==> config.mk <==
export PLATFORM = sky130hd
export DESIGN_NAME = pwm_seq_ctl
export DESIGN_NICKNAME = d
export VERILOG_FILES = /design/src/rtl/pwm_seq_pkg.sv /design/src/rtl/pwm_seq_ctl_period_det.sv /design/src/rtl/pwm_seq_ctl.sv
export SDC_FILE = /design/constraint.sdc
export NUM_CORES = 1
export LEC_CHECK = 0
export BUFFER_PORTS_ARGS = -buffer_cell sky130_fd_sc_hd__clkbuf_2
export CORE_ASPECT_RATIO = 1.25
export CORE_UTILIZATION = 60
export DETAILED_ROUTE_END_ITERATION = 6
export GPL_TIMING_DRIVEN = 1
export PLACE_DENSITY = 0.87
export SLEW_MARGIN = 20
export SYNTH_ARGS = -nofsm -noshare
export SYNTH_HDL_FRONTEND = slang
export SYNTH_SLANG_ARGS = --single-unit
==> constraint.sdc <==
create_clock -name clk -period 9.4 [get_ports clk]
set_input_delay 2.82 -clock clk [delete_from_list [all_inputs] [get_ports clk]]
set_output_delay 2.82 -clock clk [all_outputs]
set_load 0.02 [all_outputs]
==> src/rtl/pwm_seq_pkg.sv <==
// -----------------------------------------------------------------------------
// pwm_seq_pkg
// Shared types and helpers for the PWM sequencer:
//   - pwm_state_e : sequencer state, 2-bit encoding (IDLE=0, SOFT=1, RUN=2, FAULT=3)
//   - DEF_*       : default divider / timing constants used as parameter defaults
//   - clamp_div   : clamps a divider value into [lo, hi]
// -----------------------------------------------------------------------------
package pwm_seq_pkg;

    typedef enum logic [1:0] {
        ST_IDLE  = 2'd0,
        ST_SOFT  = 2'd1,
        ST_RUN   = 2'd2,
        ST_FAULT = 2'd3
    } pwm_state_e;

    localparam int DEF_CNT_WIDTH     = 16;
    localparam int DEF_START_OFF_DIV = 100;
    localparam int DEF_MIN_OFF_DIV   = 4;
    localparam int DEF_MAX_OFF_DIV   = 1000;
    localparam int DEF_START_CYCLES  = 64;
    localparam int DEF_SLEW_STEP     = 8;

    // Divider values are handled as 32-bit unsigned here so the helper is
    // independent of the instantiating module's CNT_WIDTH.
    function automatic logic [31:0] clamp_div(
        input logic [31:0] val,
        input logic [31:0] lo,
        input logic [31:0] hi
    );
        logic [31:0] res;
        if (val < lo) begin
            res = lo;
        end else if (val > hi) begin
            res = hi;
        end else begin
            res = val;
        end
        return res;
    endfunction

endpackage

==> src/rtl/pwm_seq_ctl_period_det.sv <==
// -----------------------------------------------------------------------------
// pwm_period_det
// Detects the start of a PWM period as the rising edge of the monitored
// transmitter output.
// Ports:
//   clk      in  system clock
//   rst      in  asynchronous active-high reset
//   pwm_in   in  monitored PWM output
//   pwm_edge out high for the cycle in which pwm_in is high and its
//                registered copy is still low
// -----------------------------------------------------------------------------
module pwm_period_det (
    input  logic clk,
    input  logic rst,
    input  logic pwm_in,
    output logic pwm_edge
);

    logic pwm_d;
    logic pwm_q;

    always_comb begin
        pwm_d = pwm_in;
    end

    always_ff @(posedge clk or posedge rst) begin
        if (rst) begin
            pwm_q <= 1'b0;
        end else begin
            pwm_q <= pwm_d;
        end
    end

    assign pwm_edge = pwm_in & ~pwm_q;

endmodule

==> src/rtl/pwm_seq_ctl.sv <==
// -----------------------------------------------------------------------------
// pwm_seq_ctl
// Sequencer / configuration controller for the PSU PWM transmitter. Runs a
// soft start on the fixed start divider, then applies PID divider requests
// (clamped, optionally slew limited) on PWM period boundaries. A fault forces
// the transmitter back onto its fixed start divider.
//
// Build option: define PWM_SEQ_SLEW_EN to limit each per-period divider move to
// SLEW_STEP. Without it the divider jumps straight to the target in one step.
//
// Ports:
//   clk, rst     clock, asynchronous active-high reset
//   enable       level, high requests operation
//   fault        level, external fault (OCP/OVP)
//   pwm_out      monitored transmitter output (period edge source)
//   req_valid    PID request valid
//   req_off_div  requested off divider
//   req_ready    request accepted on req_valid && req_ready (from state only)
//   off_div      divider driven to the transmitter (registered)
//   pwm_chg      one-cycle load strobe, off_div valid in the same cycle
//   act_ctl      high selects the transmitter's fixed start divider
//   state        current state (IDLE=0, SOFT=1, RUN=2, FAULT=3)
// -----------------------------------------------------------------------------
module pwm_seq_ctl
    import pwm_seq_pkg::*;
#(
    parameter int CNT_WIDTH     = DEF_CNT_WIDTH,
    parameter int START_OFF_DIV = DEF_START_OFF_DIV,
    parameter int MIN_OFF_DIV   = DEF_MIN_OFF_DIV,
    parameter int MAX_OFF_DIV   = DEF_MAX_OFF_DIV,
    parameter int START_CYCLES  = DEF_START_CYCLES,
    parameter int SLEW_STEP     = DEF_SLEW_STEP
) (
    input  logic                 clk,
    input  logic                 rst,
    input  logic                 enable,
    input  logic                 fault,
    input  logic                 pwm_out,
    input  logic                 req_valid,
    input  logic [CNT_WIDTH-1:0] req_off_div,
    output logic                 req_ready,
    output logic [CNT_WIDTH-1:0] off_div,
    output logic                 pwm_chg,
    output logic                 act_ctl,
    output logic [1:0]           state
);

    localparam int CYC_W = $clog2(START_CYCLES + 1);

`ifdef PWM_SEQ_SLEW_EN
    localparam int SLEW_LIMIT = SLEW_STEP;
`else
    // A limit no smaller than the whole divider range means every move
    // reaches the target in a single step.
    localparam int SLEW_LIMIT = (MAX_OFF_DIV > SLEW_STEP) ? MAX_OFF_DIV : SLEW_STEP;
`endif

    localparam logic [CNT_WIDTH-1:0]        START_DIV = CNT_WIDTH'(START_OFF_DIV);
    localparam logic [CNT_WIDTH-1:0]        LIMIT_U   = CNT_WIDTH'(SLEW_LIMIT);
    localparam logic signed [CNT_WIDTH:0]   LIMIT_S   = (CNT_WIDTH+1)'(SLEW_LIMIT);
    localparam logic [CYC_W-1:0]            CYC_END   = CYC_W'(START_CYCLES);

    pwm_state_e             state_q,   state_d;
    logic [CNT_WIDTH-1:0]   target_q,  target_d;
    logic [CNT_WIDTH-1:0]   off_div_q, off_div_d;
    logic                   pwm_chg_q, pwm_chg_d;
    logic                   act_ctl_q, act_ctl_d;
    logic [CYC_W-1:0]       cyc_cnt_q, cyc_cnt_d;

    logic                   pwm_edge;
    logic [CNT_WIDTH-1:0]   req_clamped;
    logic signed [CNT_WIDTH:0] diff;
    logic [CNT_WIDTH-1:0]   step_div;
    logic [CYC_W-1:0]       cyc_inc;

    pwm_period_det u_period_det (
        .clk      (clk),
        .rst      (rst),
        .pwm_in   (pwm_out),
        .pwm_edge (pwm_edge)
    );

    assign req_clamped = CNT_WIDTH'(clamp_div(32'(req_off_div),
                                              32'(MIN_OFF_DIV),
                                              32'(MAX_OFF_DIV)));

    // Signed one-bit-wider difference so moves in either direction never wrap.
    always_comb begin
        diff = $signed({1'b0, target_q}) - $signed({1'b0, off_div_q});
        if (diff > LIMIT_S) begin
            step_div = off_div_q + LIMIT_U;
        end else if (diff < -LIMIT_S) begin
            step_div = off_div_q - LIMIT_U;
        end else begin
            step_div = target_q;
        end
    end

    always_comb begin
        state_d   = state_q;
        target_d  = target_q;
        off_div_d = off_div_q;
        cyc_cnt_d = cyc_cnt_q;
        pwm_chg_d = 1'b0;
        cyc_inc   = cyc_cnt_q + 1'b1;

        if (fault) begin
            // Default pwm_chg_d=0 also suppresses any strobe due this cycle.
            state_d = ST_FAULT;
        end else begin
            case (state_q)
                ST_IDLE: begin
                    if (enable) begin
                        state_d   = ST_SOFT;
                        cyc_cnt_d = '0;
                    end
                end
                ST_FAULT: begin
                    if (!enable) begin
                        state_d   = ST_IDLE;
                        target_d  = START_DIV;
                        off_div_d = START_DIV;
                    end
                end
                default: begin
                    if (!enable) begin
                        // Entering IDLE overrides any request accepted now.
                        state_d   = ST_IDLE;
                        target_d  = START_DIV;
                        off_div_d = START_DIV;
                    end else begin
                        if (pwm_edge) begin
                            if (state_q == ST_SOFT) begin
                                cyc_cnt_d = cyc_inc;
                                if (cyc_inc == CYC_END) begin
                                    state_d   = ST_RUN;
                                    off_div_d = START_DIV;
                                    pwm_chg_d = 1'b1;
                                end
                            end else if (off_div_q != target_q) begin
                                // Steps toward the target held before any
                                // request accepted in this same cycle.
                                off_div_d = step_div;
                                pwm_chg_d = 1'b1;
                            end
                        end
                        if (req_valid) begin
                            target_d = req_clamped;
                        end
                    end
                end
            endcase
        end

        act_ctl_d = (state_d != ST_RUN);
    end

    always_ff @(posedge clk or posedge rst) begin
        if (rst) begin
            state_q   <= ST_IDLE;
            target_q  <= START_DIV;
            off_div_q <= START_DIV;
            pwm_chg_q <= 1'b0;
            act_ctl_q <= 1'b1;
            cyc_cnt_q <= '0;
        end else begin
            state_q   <= state_d;
            target_q  <= target_d;
            off_div_q <= off_div_d;
            pwm_chg_q <= pwm_chg_d;
            act_ctl_q <= act_ctl_d;
            cyc_cnt_q <= cyc_cnt_d;
        end
    end

    assign req_ready = (state_q == ST_SOFT) || (state_q == ST_RUN);
    assign off_div   = off_div_q;
    assign pwm_chg   = pwm_chg_q;
    assign act_ctl   = act_ctl_q;
    assign state     = state_q;

endmodule

==> flow_summary.ini, run 1 <==
[status]
result_of_the_run = finished clean

[grt]
overall_routing_resource_usage_pct = 29.9
grt_max_degree = 45
first_pass_grt_wire_length_mm = 14.8
initial_antenna_violation_count = 0
overflow = 0
first_global_vias = 3286

[clocking]
post_cts_hold_buffer_count = 0
post_cts_buffers = 0
cts_resized = 0
clk_root_buffer_cell = sky130_fd_sc_hd__clkbuf_8
cts.htree.levels = 2
path_clk_slew_ns = 0.08
tritoncts_sink_count = 44
insertion_delay_ns = 0.31
cts_made_buffers = 5
tritoncts = done
clockBufferDepth = 2

[route]
detail-route-antenna-nets = 0
wl_mm = 9.41
drt_pre_antenna_iters = 5
detailroute.via_count = 3662
wl_per_cell_um = 16.8
detailedRoute.firstIterationViolations = 255
route.detailed.vias_per_inst = 6.53
drc = 0

[yosys]
netlist_top_cells_area = sky130_fd_sc_hd__dfrtp_1, sky130_fd_sc_hd__ha_1, sky130_fd_sc_hd__o21ai_0
cell_variety_after_synth = 60
share_of_the_synthesized_area_in_the_top_cell_type_pct = 25.6
synth_xor_xnor_area_share_pct = 4.84
synth_adder_area_share_pct = 8.16
syn_nets = 507
ys_seq_elements = 44
post_synthesis_sequential_area_ratio_pct = 30.7
synth_enable_flop_cells = 0
synth_mux_area_share_pct = 1.45
fraction_of_registers_with_async_set_reset_pct = 100
yosysMostFrequentCell = sky130_fd_sc_hd__nand2_1
synthesis.area_per_instance_sq_um = 7.83
compound_gate_portion_of_the_synthesized_area_pct = 26.0
yosysWarnings = 0
ys_dominant_reg_cell = sky130_fd_sc_hd__dfrtp_1
synth_commonest_cells = sky130_fd_sc_hd__nand2_1, sky130_fd_sc_hd__nor2_1, sky130_fd_sc_hd__o21ai_0
cell_area_after_synthesis_sq_um = 3620
synth_top_family_by_area = compound AO/OA/AOI/OAI gates
synthesis.instances = 462
synth-simple-area-share_pct = 23.7
netlist.top_cell.by_area = sky130_fd_sc_hd__dfrtp_1

[timing]
final.setup_skew_ns = 0.0137
fin_crit_ns = 4.65
setup-tns-final_ns = 0
finalCritPeriodShare_pct = 49.5
slew_headroom_pct = 45.0
timing.final.hold_violations = 0
pins_over_their_slew_limit = 0
max_clock_freq_mhz = 215
worst_pin_slew_ns = 0.819
grt_setup_unrepaired = false
setup_viol = 0

[die]
std_cell_rows = 31
dieArea_sq_um = 6350
io_pins = 43
floorplan.die.width_um = 71.5
die_h_um = 88.8
core_area_sq_um = 5820
initial_core_utilization_pct = 62.2

[job]
max-cap-violations = 0

[setup_path]
worst_setup_path_end_kind = register
worstSetupStartpointType = primary input
critical_path_peak_fanout = 14
cells_along_the_critical_path = clkbuf_2 > and3b_1 > nand3_1 > nor3_1 > nor2_1 > o21ai_0 > nand2_1 > a21o_1 > a22o_1
timing_worst_setup_path_type = primary input to register
crit_start = pwm_out
critical_path.reg2reg.startpoint = off_div[6]
critical_path.max_stage_delay_ns = 0.39
cpMaxStageDelayCell = sky130_fd_sc_hd__nand2_1
crit_arrival_ns = 4.84
crit_required_ns = 9.59

[placed_design]
gpl.final_weighted_congestion = 0.931
numPortBuffers = 42
sum_of_net_half_perimeters_after_detailed_placement_mm = 6.86

[pwr]
clockPowerShare_pct = 13.4
power_per_cell_area_nw_per_um2 = 297
power_frac_seq_pct = 22.2
netSwitchingFraction_pct = 49.6
power_report.internal_total_mw = 0.594
ir_worst_vdd_mv = 0.174
totalPowerFinal_mw = 1.18
pwr-share-comb_pct = 64.4
static-leakage-power_nw = 1.81
power.net_switching_mw = 0.584

[final_layout]
synthToLayoutAreaGrowth_pct = 9.54
antenna_cells_inserted = 0
final_net_count = 539
share_of_layout_cells_above_drive_strength_1_pct = 14.5
fin_util_pct = 68.1

[hold_path]
min-delay-path-class = register to register
holdCritStartpoint = target_q[6]
[area by class of cell]
type                       count  area, sq um
tap                           66         82.6
sequential                    44         1110
multi-input combinational    371         2320
inverter                      28          105
timing repair buffer          44          225
clock buffer                   6         82.6
clock inverter                 2         38.8
fill                         475         1850
[flip-flops by register name (all words and copies together), names as in the netlist]
signal and flops:
off_div 16, state 2, cyc_cnt_q 7, u_period_det.pwm_q 1, pwm_chg 1, target_q 16, act_ctl 1
[cell usage in the layout, fill, tap and decap left out, types with 3 or more instances in the layout]
master	Yosys	layout
sky130_fd_sc_hd__or2_2	3	3
sky130_fd_sc_hd__and2_1	7	7
sky130_fd_sc_hd__a31oi_1	7	7
sky130_fd_sc_hd__nand2_1	51	51
sky130_fd_sc_hd__a211oi_1	8	8
sky130_fd_sc_hd__o311ai_1	3	3
sky130_fd_sc_hd__nor3_1	22	22
sky130_fd_sc_hd__nand3_1	15	15
sky130_fd_sc_hd__dfrtp_1	37	37
sky130_fd_sc_hd__and3_1	3	3
sky130_fd_sc_hd__nand4_1	5	5
sky130_fd_sc_hd__o21ai_1	6	7
sky130_fd_sc_hd__ha_1	22	22
sky130_fd_sc_hd__a21o_1	9	9
sky130_fd_sc_hd__nor2_1	42	42
sky130_fd_sc_hd__xnor2_1	16	16
sky130_fd_sc_hd__dfstp_2	7	7
sky130_fd_sc_hd__inv_1	28	27
sky130_fd_sc_hd__o21ai_0	40	39
sky130_fd_sc_hd__a21oi_1	29	29
sky130_fd_sc_hd__a22o_1	5	5
sky130_fd_sc_hd__nor4_1	5	5
sky130_fd_sc_hd__o31ai_1	5	5
sky130_fd_sc_hd__clkbuf_8	0	6
sky130_fd_sc_hd__mux2i_1	3	3
sky130_fd_sc_hd__xor2_1	4	4
sky130_fd_sc_hd__a221o_1	3	3
sky130_fd_sc_hd__clkbuf_2	0	42
sky130_fd_sc_hd__o21a_1	9	9
sky130_fd_sc_hd__o22ai_1	3	3
sky130_fd_sc_hd__or3_1	4	4
sky130_fd_sc_hd__nand2b_1	7	7
[kinds of logic (layout without fill, tap and decap cells)]
group,count (synthesis),count (layout)
xor+xnor,20,20
fa+ha+maj,23,23
simple gates,177,177
flops,44,44
mux,5,5
compound gates,146,146
buf+inv,47,80
[through the flow]
stage	instances	setup WS, ns	instance area, sq um	hold slack [ns]
after floorplan	462	5.03	3620	0.443
after global placement	553	4.68	3840	0.462
after detailed placement	553	4.54	3840	0.473
after CTS	561	4.79	3960	0.489
after global routing	561	4.68	3960	0.503
final	561	4.75	3960	0.494
[path summary, 6_finish.rpt]
kind | endpoint | slack [ns] | cells after the start
max in group asynchronous | target_q[2] | 6.40 | 3
hold / removal | target_q[6] | 0.49 | 2
setup reg to reg | off_div[0] | 5.62 | 12
hold reg to reg | target_q[6] | 0.49 | 2
min in group asynchronous | off_div[11] | 2.60 | 3
setup / recovery | off_div[0] | 4.75 | 9
[power groups by stage]
stage / logic (mW) / clock network, mW / registers [mW]
finish: 0.759 / 0.157 / 0.262
CTS: 0.738 / 0.158 / 0.260
global route: 0.817 / 0.166 / 0.266
global placement: 0.709 / 0 / 0.261
detailed placement: 0.730 / 0 / 0.263
floorplan: 0.576 / 0 / 0.267
[critical path, delay by kind of cell]
kind                   cells  cell delay [ns]
buffers and inverters      1             0.10
AOI/OAI and AO/OA          3             0.78
and+or+nand+nor            5             1.14
[routing by layer]
metal | global-route usage (%) | vias to the layer above | part of all wire, %
li1 | - | 1727 | -
met1 | 34.3 | 1748 | 40
met2 | 55.4 | 164 | 51
met3 | 4.78 | 23 | 5.3
met4 | 12.1 | 0 | 3.0
met5 | 0 | - | 0
Power figures use the tool's default switching activity.
==> run 2, diff against run 1 <==
--- a/config.mk
+++ b/config.mk
@@ -5,12 +5,13 @@
 export SDC_FILE = /design/constraint.sdc
 export NUM_CORES = 1
 export LEC_CHECK = 0
+export ABC_AREA = 1
 export BUFFER_PORTS_ARGS = -buffer_cell sky130_fd_sc_hd__clkbuf_2
 export CORE_ASPECT_RATIO = 1.25
 export CORE_UTILIZATION = 60
 export DETAILED_ROUTE_END_ITERATION = 6
 export GPL_TIMING_DRIVEN = 1
-export PLACE_DENSITY = 0.87
+export PLACE_DENSITY = 0.86
 export SLEW_MARGIN = 20
 export SYNTH_ARGS = -nofsm -noshare
 export SYNTH_HDL_FRONTEND = slang
==> constraint.sdc (replaced) <==
create_clock -name clk -period 4.65 [get_ports clk]
set_input_delay 1.395 -clock clk [delete_from_list [all_inputs] [get_ports clk]]
set_output_delay 1.395 -clock clk [all_outputs]
set_load 0.02 [all_outputs]
==> run 2 against run 1 <==
Compared with the run above:
- final area up 11%
- final cell count grew 34%
- setup slack got worse by 3.2 ns
- routed wire length up 3.1%
- global-route usage increased by 0.72 points
- critical path depth rose by 4
- largest cell class unchanged
==> flow_summary.ini, run 2 <==
[yosys]
share_of_the_synthesized_area_in_the_top_cell_type_pct = 23.2
yosysWarnings = 0
netlist.top_cell.by_area = sky130_fd_sc_hd__dfrtp_1
post_synthesis_sequential_area_ratio_pct = 27.8
synthesis.area_per_instance_sq_um = 6.42
netlist_top_cells_area = sky130_fd_sc_hd__dfrtp_1, sky130_fd_sc_hd__nand2_1, sky130_fd_sc_hd__nand3_1
synthesis.instances = 622
syn_nets = 667
yosysMostFrequentCell = sky130_fd_sc_hd__nand2_1
synth_mux_area_share_pct = 0
synth-simple-area-share_pct = 40.7
cell_variety_after_synth = 43
synth_top_family_by_area = simple AND/OR/NAND/NOR gates
fraction_of_registers_with_async_set_reset_pct = 100
ys_seq_elements = 44
synth_adder_area_share_pct = 7.39
synth_xor_xnor_area_share_pct = 5.70
ys_dominant_reg_cell = sky130_fd_sc_hd__dfrtp_1
compound_gate_portion_of_the_synthesized_area_pct = 6.80
synth_commonest_cells = sky130_fd_sc_hd__nand2_1, sky130_fd_sc_hd__inv_1, sky130_fd_sc_hd__nand3_1
synth_enable_flop_cells = 0
cell_area_after_synthesis_sq_um = 3990

[setup_path]
crit_required_ns = 4.89
critical-path-top-delay-family = simple AND/OR/NAND/NOR gates
worst_setup_path_end_kind = register
cpMaxStageDelayCell = sky130_fd_sc_hd__nor2_2
cp_num_buf_inv = 3
worstSetupStartpointType = primary input
critical_path.max_stage_delay_ns = 0.57
timing_worst_setup_path_type = primary input to register
critical_path_peak_fanout = 14
cells_along_the_critical_path = clkbuf_2 > inv_1 > nor2_1 > nand4_1 > nor2_1 > nand3_1 > nand3_1 > nand2_1 > nor2_2 > nand3_1 > inv_1 > nand2_1 > nand2_1
crit_arrival_ns = 3.39

[grt]
grt_max_degree = 45
globalRoute.busiestLayer = met2
overflow = 0
first_pass_grt_wire_length_mm = 16.7
gr-usage-met3_pct = 4.96
overall_routing_resource_usage_pct = 30.6
use_met1_pct = 34.6
first_global_vias = 3997
gr-usage-met2_pct = 55.0
initial_antenna_violation_count = 0

[status]
result_of_the_run = finished clean

[timing]
timing.final.hold_violations = 0
setup_viol = 0
final.setup_skew_ns = 0.00876
setup-tns-final_ns = 0
finalCritPeriodShare_pct = 67.7
pins_over_their_slew_limit = 0
worst_pin_slew_ns = 0.609
grt_setup_unrepaired = false
fin_crit_ns = 3.15
slew_headroom_pct = 59.3
max_clock_freq_mhz = 318

[die]
std_cell_rows = 32
dieArea_sq_um = 6990
io_pins = 43
floorplan.die.width_um = 75.0
die_h_um = 93.2
initial_core_utilization_pct = 63.5
core_area_sq_um = 6290

[route]
route.detailed.vias_per_inst = 5.43
detailroute.via_count = 4072
drt_pre_antenna_iters = 5
drc = 0
wl_per_cell_um = 12.9
wl_mm = 9.70
detailedRoute.firstIterationViolations = 180
detail-route-antenna-nets = 0

[final_layout]
synthToLayoutAreaGrowth_pct = 10.2
most-common-layout-cells = sky130_fd_sc_hd__nand2_1, sky130_fd_sc_hd__inv_1, sky130_fd_sc_hd__nand3_1
antenna_cells_inserted = 0
final_net_count = 709
fillerInstances = 561
share_of_layout_cells_above_drive_strength_1_pct = 12.3
most_common_library_cell_in_the_layout_ignoring_fill_and_taps = sky130_fd_sc_hd__nand2_1

[clocking]
cts_made_buffers = 5
tritoncts_sink_count = 44
tritoncts = done
cts_resized = 0
post_cts_buffers = 0
post_cts_hold_buffer_count = 0
insertion_delay_ns = 0.30
cts.htree.levels = 2
clockBufferDepth = 2
clk_root_buffer_cell = sky130_fd_sc_hd__clkbuf_8
path_clk_slew_ns = 0.08

[hold_path]
min-delay-path-class = register to register

[placed_design]
numPortBuffers = 42
sum_of_net_half_perimeters_after_detailed_placement_mm = 7.72
gpl.final_weighted_congestion = 0.905

[job]
max-cap-violations = 0
run 2: cell count changes after synthesis, sizes merged, moves of 7 or more:
cell	change
inv	+79
o21ai	-31
nand2	+162
a31oi	-8
xnor2	-15
a211oi	-8
a21o	-9
a21oi	-14
xor2	+21
nand3	+71
o21a	-9
clkbuf	-7
nor3	-12
run 2: final cells by class:
cell class / instances / area (sq um) / share of cell area (%)
well taps: 85 / 106 / 2.42
multi-input cells: 461 / 2420 / 55.0
inverters: 107 / 402 / 9.12
repair buffers: 45 / 233 / 5.29
flip-flops and latches: 44 / 1110 / 25.2
clock inverters: 2 / 60.1 / 1.36
clock buffers: 6 / 72.6 / 1.65
run 2: worst paths after layout:
check | startpoint | end | slack [ns] | depth (start not counted)
max in group asynchronous | rst | target_q[6] | 3.07 | 3
max reg2reg | off_div[6] | off_div[0] | 1.53 | 17
min reg2reg | target_q[5] | target_q[5] | 0.50 | 2
min | target_q[5] | target_q[5] | 0.50 | 2
max | pwm_out | off_div[0] | 1.50 | 13
min in group asynchronous | rst | off_div[14] | 1.20 | 3
run 2: cells by family after synthesis:
group	Yosys count
AO/OA/AOI/OAI	45
XOR/XNOR	26
buffers and inverters	117
AND/OR/NAND/NOR	367
adder cells (fa/ha/maj)	23
flip-flops	44
run 2: through the flow:
stage	worst slack, ns	std cells	area (sq um)	util [%]	hold WS [ns]
after floorplan	2.00	622	3990	-	0.449
final	1.50	750	4400	70.0	0.496
after global routing	1.23	750	4400	70.0	0.513
after detailed placement	1.22	742	4270	67.9	0.476
after global placement	1.35	742	4270	67.9	0.464
after CTS	1.51	750	4400	70.0	0.496
run 2: tightest hold or removal path: stages (launching register included):
cell,delay [ns]
sky130_fd_sc_hd__dfstp_2,0.37
sky130_fd_sc_hd__inv_1,0.07
sky130_fd_sc_hd__a32oi_1,0.05
run 2: metal layers:
metal  share of wire [%]  up-vias
li1                    -     2067
met1                  41     1885
met2                  53      102
met3                 3.7       18
met4                 2.2        0
met5                   0        -
Power of run 2 is not shown: default switching activity piles up to over one toggle a cycle in this logic, so the estimate is an artifact.
